## config.mk

```make
export PLATFORM = sky130hd
export DESIGN_NAME = dp_skid_pipeline_register
export DESIGN_NICKNAME = d
export VERILOG_FILES = /design/src/rtl/dp_skid_pipeline_register.sv
export SDC_FILE = /design/constraint.sdc
export NUM_CORES = 1
export LEC_CHECK = 0
export ABC_AREA = 1
export CAP_MARGIN = 20
export CORE_MARGIN = 2
export CORE_UTILIZATION = 35
export DETAILED_ROUTE_END_ITERATION = 10
export HOLD_SLACK_MARGIN = 0.05
export SYNTH_ARGS = -nofsm -noshare
export SYNTH_HDL_FRONTEND = slang
export SYNTH_SLANG_ARGS = --single-unit
```

## constraint.sdc

```tcl
create_clock -name clk -period 6.4 [get_ports clk]
set_input_delay 0.64 -clock clk [delete_from_list [all_inputs] [get_ports clk]]
set_output_delay 0.64 -clock clk [all_outputs]
set_load 0.01 [all_outputs]
```

## src/rtl/dp_skid_pipeline_register.sv

```systemverilog
// Handshaked datapath stage register with a 2-entry skid buffer, flush with
// optional payload clearing, occupancy output and a saturating killed-entry count.
module dp_skid_pipeline_register #(
    parameter int unsigned PAYLOAD_W      = 106,
    parameter bit          CLEAR_ON_FLUSH = 1'b1,
    parameter int unsigned KILL_CNT_W     = 8
) (
    input  logic                  clk,
    input  logic                  reset,
    input  logic                  valid_in,
    output logic                  ready_out,
    input  logic [PAYLOAD_W-1:0]  data_in,
    output logic                  valid_out,
    input  logic                  ready_in,
    output logic [PAYLOAD_W-1:0]  data_out,
    input  logic                  stall,
    input  logic                  flush,
    output logic [1:0]            occupancy,
    output logic [KILL_CNT_W-1:0] kill_count,
    input  logic                  kill_count_clr
);

    localparam int unsigned SUM_W = KILL_CNT_W + 1;
    localparam logic [SUM_W-1:0] KILL_MAX = SUM_W'({KILL_CNT_W{1'b1}});

    logic                  main_v_q, main_v_d;
    logic                  skid_v_q, skid_v_d;
    logic [PAYLOAD_W-1:0]  main_d_q, main_d_d;
    logic [PAYLOAD_W-1:0]  skid_d_q, skid_d_d;
    logic                  ready_q, ready_d;
    logic [1:0]            occ_q, occ_d;
    logic [KILL_CNT_W-1:0] kill_q, kill_d;

    logic                  accept_c;
    logic                  consume_c;
    logic [1:0]            kill_inc_c;
    logic [SUM_W-1:0]      kill_sum_c;

    assign accept_c  = valid_in & ready_q & ~flush;
    assign consume_c = main_v_q & ready_in & ~stall;

    // Entry movement between input, main and skid slots; flush overrides all.
    always_comb begin
        main_v_d = main_v_q;
        skid_v_d = skid_v_q;
        main_d_d = main_d_q;
        skid_d_d = skid_d_q;

        if (flush) begin
            main_v_d = 1'b0;
            skid_v_d = 1'b0;
            if (CLEAR_ON_FLUSH) begin
                main_d_d = '0;
                skid_d_d = '0;
            end
        end else if (!main_v_q) begin
            if (accept_c) begin
                main_v_d = 1'b1;
                main_d_d = data_in;
            end
        end else if (!skid_v_q) begin
            if (consume_c) begin
                if (accept_c) begin
                    main_d_d = data_in;
                end else begin
                    main_v_d = 1'b0;
                end
            end else if (accept_c) begin
                skid_v_d = 1'b1;
                skid_d_d = data_in;
            end
        end else if (consume_c) begin
            main_d_d = skid_d_q;
            skid_v_d = 1'b0;
        end
    end

    // Ready and occupancy follow the next entry state so both come straight from flops.
    always_comb begin
        ready_d = ~skid_v_d;
        occ_d   = {1'b0, main_v_d} + {1'b0, skid_v_d};
    end

    // A main entry consumed in the flush cycle completed downstream, so it is not killed.
    always_comb begin
        kill_inc_c = {1'b0, main_v_q & ~consume_c} + {1'b0, skid_v_q};
        kill_sum_c = {1'b0, kill_q} + SUM_W'(kill_inc_c);
        kill_d     = kill_q;
        if (kill_count_clr) begin
            kill_d = '0;
        end else if (flush) begin
            kill_d = (kill_sum_c > KILL_MAX) ? KILL_CNT_W'(KILL_MAX) : KILL_CNT_W'(kill_sum_c);
        end
    end

    always_ff @(posedge clk or posedge reset) begin
        if (reset) begin
            main_v_q <= 1'b0;
            skid_v_q <= 1'b0;
            main_d_q <= '0;
            skid_d_q <= '0;
            ready_q  <= 1'b1;
            occ_q    <= 2'd0;
            kill_q   <= '0;
        end else begin
            main_v_q <= main_v_d;
            skid_v_q <= skid_v_d;
            main_d_q <= main_d_d;
            skid_d_q <= skid_d_d;
            ready_q  <= ready_d;
            occ_q    <= occ_d;
            kill_q   <= kill_d;
        end
    end

    assign ready_out  = ready_q;
    assign valid_out  = main_v_q;
    assign data_out   = main_d_q;
    assign occupancy  = occ_q;
    assign kill_count = kill_q;

endmodule

```

* After elaboration in Yosys (flattened, before gate mapping) *
Cells that the tools add are included.

storage, ports and cells
  input bits = 113
  logic and storage cells = 51
  flip-flop bits (word level) = 225
  output and inout port bits = 118

operators by class
  $add $sub $neg = 3
  reduce and logical (&&, ||, !) cells = 4
  equal/unequal tests = 3
  multiplexer cells = 24
  bitwise operators = 9
  magnitude comparators = 1

operator list
  operator                                                                  count
  106-bit two-way mux                                                       11
  8-bit two-way mux                                                         3
  1-bit two-way mux                                                         10
  8-bit by 2-bit adder with 9-bit output                                    1
  9-bit by 8-bit > comparator with 1-bit output (second input constant)     1
  2-bit nonzero test                                                        3
  1-bit AND                                                                 5
  1-bit by 1-bit adder with 2-bit output                                    2
  2-bit inequality test (second input constant)                             2
  1-bit NOT                                                                 4
  4-bit AND reduction                                                       1
  3-bit by 2-bit inequality test with 1-bit output (second input constant)  1

* Depth between registers and ports, before layout *
  word-level depth = 10
  gate-level depth with buffers = 12
  mapped depth without buffers = 11

* Worst setup path after synthesis *
Ideal clock, no wire load.

  path type = input port to flip-flop
  start point = input stall
  end point = register kill_q[3] (netlist: kill_count[3])
  data required time = 6283 ps
  path slack = 4239 ps
  buffers on the path = 1
  stages on the path = 11
  setup time = 117 ps
  arrival time = 2044 ps
  path through = inv_1 a21oi_2 clkbuf_1 fa_1 ha_1 nand2_1 inv_1 nand3_1 o21ai_0 nand2_1 nand2_1

between the ends
  longest elaborated chain between the ends = 10

ends and longest elaborated chain
  item                                           line  RTL
  from (decl)                                    16    input logic stall,
  1-bit NOT *                                    40    assign consume_c = main_v_q & ready_in & ~stall;
  1-bit AND *                                    40
  1-bit NOT *                                    86    kill_inc_c = {1'b0, main_v_q & ~consume_c} + {1'b0, skid_v_q};
  1-bit AND *                                    86
  1-bit by 1-bit adder with 2-bit output *       86
  8-bit by 2-bit adder with 9-bit output *       87    kill_sum_c = {1'b0, kill_q} + SUM_W'(kill_inc_c);
  9-bit by 8-bit > comparator with 1-bit output  92    kill_d = (kill_sum_c > KILL_MAX) ? KILL_CNT_W'(KILL_MAX) : KILL_CNT_W'(kill_sum_c);
  8-bit two-way mux *                            92
  8-bit two-way mux *                            91    end else if (flush) begin
  8-bit two-way mux *                            89    if (kill_count_clr) begin
  to (signal assigned)                           112   kill_q <= kill_d;
  to (decl)                                      32    logic [KILL_CNT_W-1:0] kill_q, kill_d;

Every way passes the cells marked *; elsewhere a longest branch is shown, timed or not. The select of a mux whose other input is x is not followed.
A chain may end at the register's enable or synchronous reset.

* Worst setup path in the final report *
  start point = input flush
  end point = register main_d_q[17] (netlist: data_out[17])

between the ends
  longest elaborated chain between the ends = 7
  elaborated cells on any way between the ends = 8
  those cells by class = eq/ne (1); mux (5); bitwise (2)

ends and longest elaborated chain
  item                              line  RTL
  from (decl)                       17    input logic flush,
  1-bit NOT                         39    assign accept_c = valid_in & ready_q & ~flush;
  1-bit AND                         39
  106-bit two-way mux (4 in a row)  --
  106-bit two-way mux               49    if (flush) begin
  to (signal assigned)              108   main_d_q <= main_d_d;
  to (decl)                         28    logic [PAYLOAD_W-1:0] main_d_q, main_d_d;

Parallel ways exist; a longest one is shown, timed or not. The select of a mux whose other input is x is not followed.

==> flow_results.org <==
** Outcome
- The flow ran to the end, and the final reports show no timing, DRC or antenna violations.

** Clocking
- The number of setup buffers added after CTS is 0.
- CTS built an H-tree with a depth of 1.
- The number of clock buffers added by TritonCTS is 26.
- Clock transition at the registers of the reported paths :: approximately 0.060 ns
- Clock sinks :: between 200 and 250
- After clock tree synthesis, the flow added hold-fix buffers numbering 0.
- Cells resized by post-CTS repair :: 0
- TritonCTS built the clock tree.
- CTS Root Cell :: clkbuf_16
- Skew-Pair Late Insertion Delay :: 0.53 ns
- Buffer levels on the longest clock path :: 3

** Worst setup path
- Data required time of the worst path :: 6.81 ns
- Start point of the critical path :: flush
- Startpoint-to-endpoint class of the critical path :: in2reg
- Crit-path cells :: clkdlybuf4s50_1 > inv_6 > nand2_4 > inv_1 > buf_8 > nand2_1 > nand2_1
- STA classifies the critical path startpoint as a primary input.
- R2R Setup Slk :: ~3.6 ns
- R2R Path End :: data_out[17]$_DFFE_PP0P_
- Measured in cells, the most critical reg-to-reg path has a length of 7.
- By instance count, the cell type seen most on the critical path is nand2_1.
- Element type at the critical path end :: flop
- Data arrives at the worst endpoint at 3.49 ns.
- Critical R2R Launch :: valid_out$_DFF_PP0_
- The slowest stage of the critical path belongs to the cell clkdlybuf4s50_1.
- Of all nets on the critical path, the largest fanout is 75.
- Delay of the slowest cell on the worst path :: 0.78 ns
- End point of the critical path :: data_out[17]$_DFFE_PP0P_

** Timing
- The final-report hold violation count is 0.
- Summed over all failing endpoints, the final setup total negative slack is 0 ns.
- After layout, the worst path uses ~48% of the clock period.
- Headroom to the max-slew limit came out at roughly 26%.
- Post-Route Skew :: 0.00912 ns
- For the pin with the worst max-slew slack, the measured transition is 1.11 ns.
- Setup violations remaining at the end of the flow were counted as 0.
- Min setup slack post-route :: around 3.3 ns
- Derived from the worst setup path, the maximum achievable clock frequency is roughly 330 MHz.
- Fin. max-slew vios :: 0
- Clock period minus worst slack :: 3.08 ns
- Setup repair after global routing missed its margin :: no

** Detailed routing
- Final antenna-violating net count :: 0
- Detail-routed net length per standard cell :: 15.8 µm
- Vias after detailed routing :: 9767
- Vias per cell :: between 4 and 5
- Number of DRC markers in iteration 0 :: around 860
- Length of the first detailed-routing pass in iterations :: 5
- The routed design has 32.2 mm of wire.
- After detailed routing, the number of remaining DRC violations is 0.

** Logic synthesis
- In this run, synthesis produced a sequential element count of 225.
- Of the total synthesized cell area, the portion taken by XOR and XNOR cells is 0.0817%.
- The largest total area in the synthesized netlist belongs to dfrtp_1.
- Yosys mapped a number of flops with a built-in enable equal to 0.
- Sequential fraction of the synthesis area :: 52.5%
- Mux share of post-synthesis cell area :: 0%
- Compound-Gate Fraction of Synth Area :: 2.88%
- Fraction of the mapped netlist area in adder cells :: 0.420%
- Of all flip-flops after synthesis, the portion carrying an async set or reset was 100%.
- Synth unique cells :: 24
- Synth Net Count :: 1558
- Warnings from Yosys :: 0
- Ranking of synthesized cells by area :: dfrtp_1 52%, nand2_1 21%, nand3_1 11%, nor2_1 6.2%, o21ai_0 2.2%
- Synthesis produced a netlist whose cell count is 1442.
- The mapped netlist covers 0.0107 mm².
- Dominant combinational cell family by area after synthesis :: simple AND/OR/NAND/NOR gates
- Area share of the largest cell type after synthesis :: 52.3%
- Primary flip-flop cell chosen by synthesis mapping :: dfrtp_1
- Of the total synthesized cell area, the portion taken by AND, OR, NAND and NOR gates is 38.5%.
- Average footprint of a synthesized cell :: between 7 and 8 µm²

** Global routing
- Remaining global-route overflow :: 0
- Number of global-route vias before repair :: 9536
- Maximum number of pins on one net before global-route repair :: between 100 and 150
- The initial antenna violation count was 2.
- The first global-routing pass estimated around 51 mm of wire.
- Global routing consumed, over all layers together, 20.1% of the routing resources.

** Flow run
- MaxCap Viol Count :: 0

** Power
- Internal power comes to about 0.0028 W.
- IR analysis of the VDD net gives a maximum drop of 156 µV.
- Total leakage power :: 7.72 nW
- Clk pwr share :: 44.2%
- Sequential power share :: 41.6%
- Combinational logic is responsible for 14.2% of the overall power.
- Total power :: 0.00374 W
- Net switching is 26.0% of the power.
- Summed over all nets, the switching power comes to 0.000973 W.
- Power density cells :: 262 mW/mm²

** Layout
- Final-stage net count :: between 1500 and 2000
- Core utilization of the finished layout :: 46.9%
- Counting the fill cells in the layout gives 2910.
- Cells with a size suffix above 1 make up 4.23% of the layout.
- Most frequent standard cell in the layout excluding fill and tap cells :: nand2_1
- Signed area change from the synthesized netlist to the final layout :: 32.9%
- Top library cells by usage in the layout, fill and taps aside :: 611 x nand2_1, 230 x clkdlybuf4s50_1, 228 x nand3_1
- Once layout is complete, the cells apart from fillers number slightly above 2000.
- Area used by multi-input combinational logic :: 0.00453 mm²
- Registers take 0.00563 mm².

** Placement
- Placed Cells :: 1980
- Port-buffer cells :: 230
- Placer Congestion :: 0.815
- Pre-CTS WS :: 2.58 ns
- Once detailed placement completed, the half-perimeter wirelength came to around 19 mm.

** Worst hold path
- The worst hold path belongs to the class in2async.

** Floorplanning
- Initial core utilization :: 35.3%
- Core box area :: 0.0303 mm²
- Y dimension of the die :: 179 µm
- 231 I/O pins were placed.
- In this run the core area contains 64 standard-cell rows.
- Width of the die :: 179 µm
- The floorplan step defined a die boundary enclosing 0.0320 mm².
-- power groups by stage --
stage | Sequential [W] | Clock (W) | Combinational [W]
finish | 0.00155 | 0.00165 | 0.000530
global route | 0.00156 | 0.00175 | 0.000591
CTS | 0.00155 | 0.00170 | 0.000536
detailed placement | 0.00158 | 0 | 0.000534
global placement | 0.00158 | 0 | 0.000524
floorplan | 0.00159 | 0 | 0.000249
-- state kept, by name, summed over array words and instances, names as in the netlist --
register / count
skid_d_q: 106
valid_out: 1
kill_count: 8
ready_out: 1
data_out: 106
occupancy: 2
skid_v_q: 1
-- stage by stage --
| stage | hold WS [ns] | cell area (µm²) |
|---|---|---|
| final | 0.436 | 14200 |
| after global routing | 0.442 | 14200 |
| after CTS | 0.423 | 14200 |
| after detailed placement | 0.458 | 13200 |
| after global placement | 0.453 | 13200 |
| after floorplan | 0.442 | 10700 |
-- per-layer routing --
metal | wire length (µm) | up-vias | track usage, %
li1 | - | 4872 | -
met1 | 14100 | 4573 | 27.3
met2 | 15400 | 271 | 33.0
met3 | 1830 | 51 | 3.12
met4 | 862 | 0 | 6.33
met5 | 0 | - | 0
-- critical path: cells and delay by family --
kind                   cells  cell delay, ns
buffers and inverters      4            1.93
and+or+nand+nor            3            0.89
-- layout make-up --
class | count | area share, %
diodes | 2 | 0.0351
clock buffers | 38 | 5.46
clock inverters | 9 | 1.21
inverters | 34 | 0.958
multi-input cells | 1082 | 31.8
flip-flops and latches | 225 | 39.5
well taps | 396 | 3.48
repair buffers | 245 | 17.5
-- kinds of logic (layout without fill, tap and decap cells) --
family          Yosys count  in the layout
simple gates           1020           1020
compound gates           58             58
xor+xnor                  1              1
buf+inv                 135            326
other cells               0              2
fa+ha+maj                 3              3
flops                   225            225
-- synth_stat cells (2+ instances only) --
master    number
buf_1          4
buf_2         33
buf_4         12
clkbuf_1      51
dfrtp_1      224
ha_1           2
inv_1         31
inv_2          3
nand2_1      613
nand3_1      228
nor2_1       176
nor2_2         2
o21ai_0       48
o21ai_1        5
-- worst min-delay path by stage --
stage | slack, ns | start | end | depth (start not counted)
after CTS | 0.42 | reset | data_out[3]$_DFFE_PP0P_ | 2
after global placement | 0.45 | skid_d_q[12]$_DFFE_PP0P_ | skid_d_q[12]$_DFFE_PP0P_ | 2
after floorplan | 0.44 | skid_d_q[0]$_DFFE_PP0P_ | skid_d_q[0]$_DFFE_PP0P_ | 2
after detailed placement | 0.46 | skid_d_q[17]$_DFFE_PP0P_ | skid_d_q[17]$_DFFE_PP0P_ | 2
final | 0.44 | reset | data_out[3]$_DFFE_PP0P_ | 2
after global routing | 0.44 | reset | data_out[3]$_DFFE_PP0P_ | 2
No activity file was read; power rests on OpenSTA's default activity.
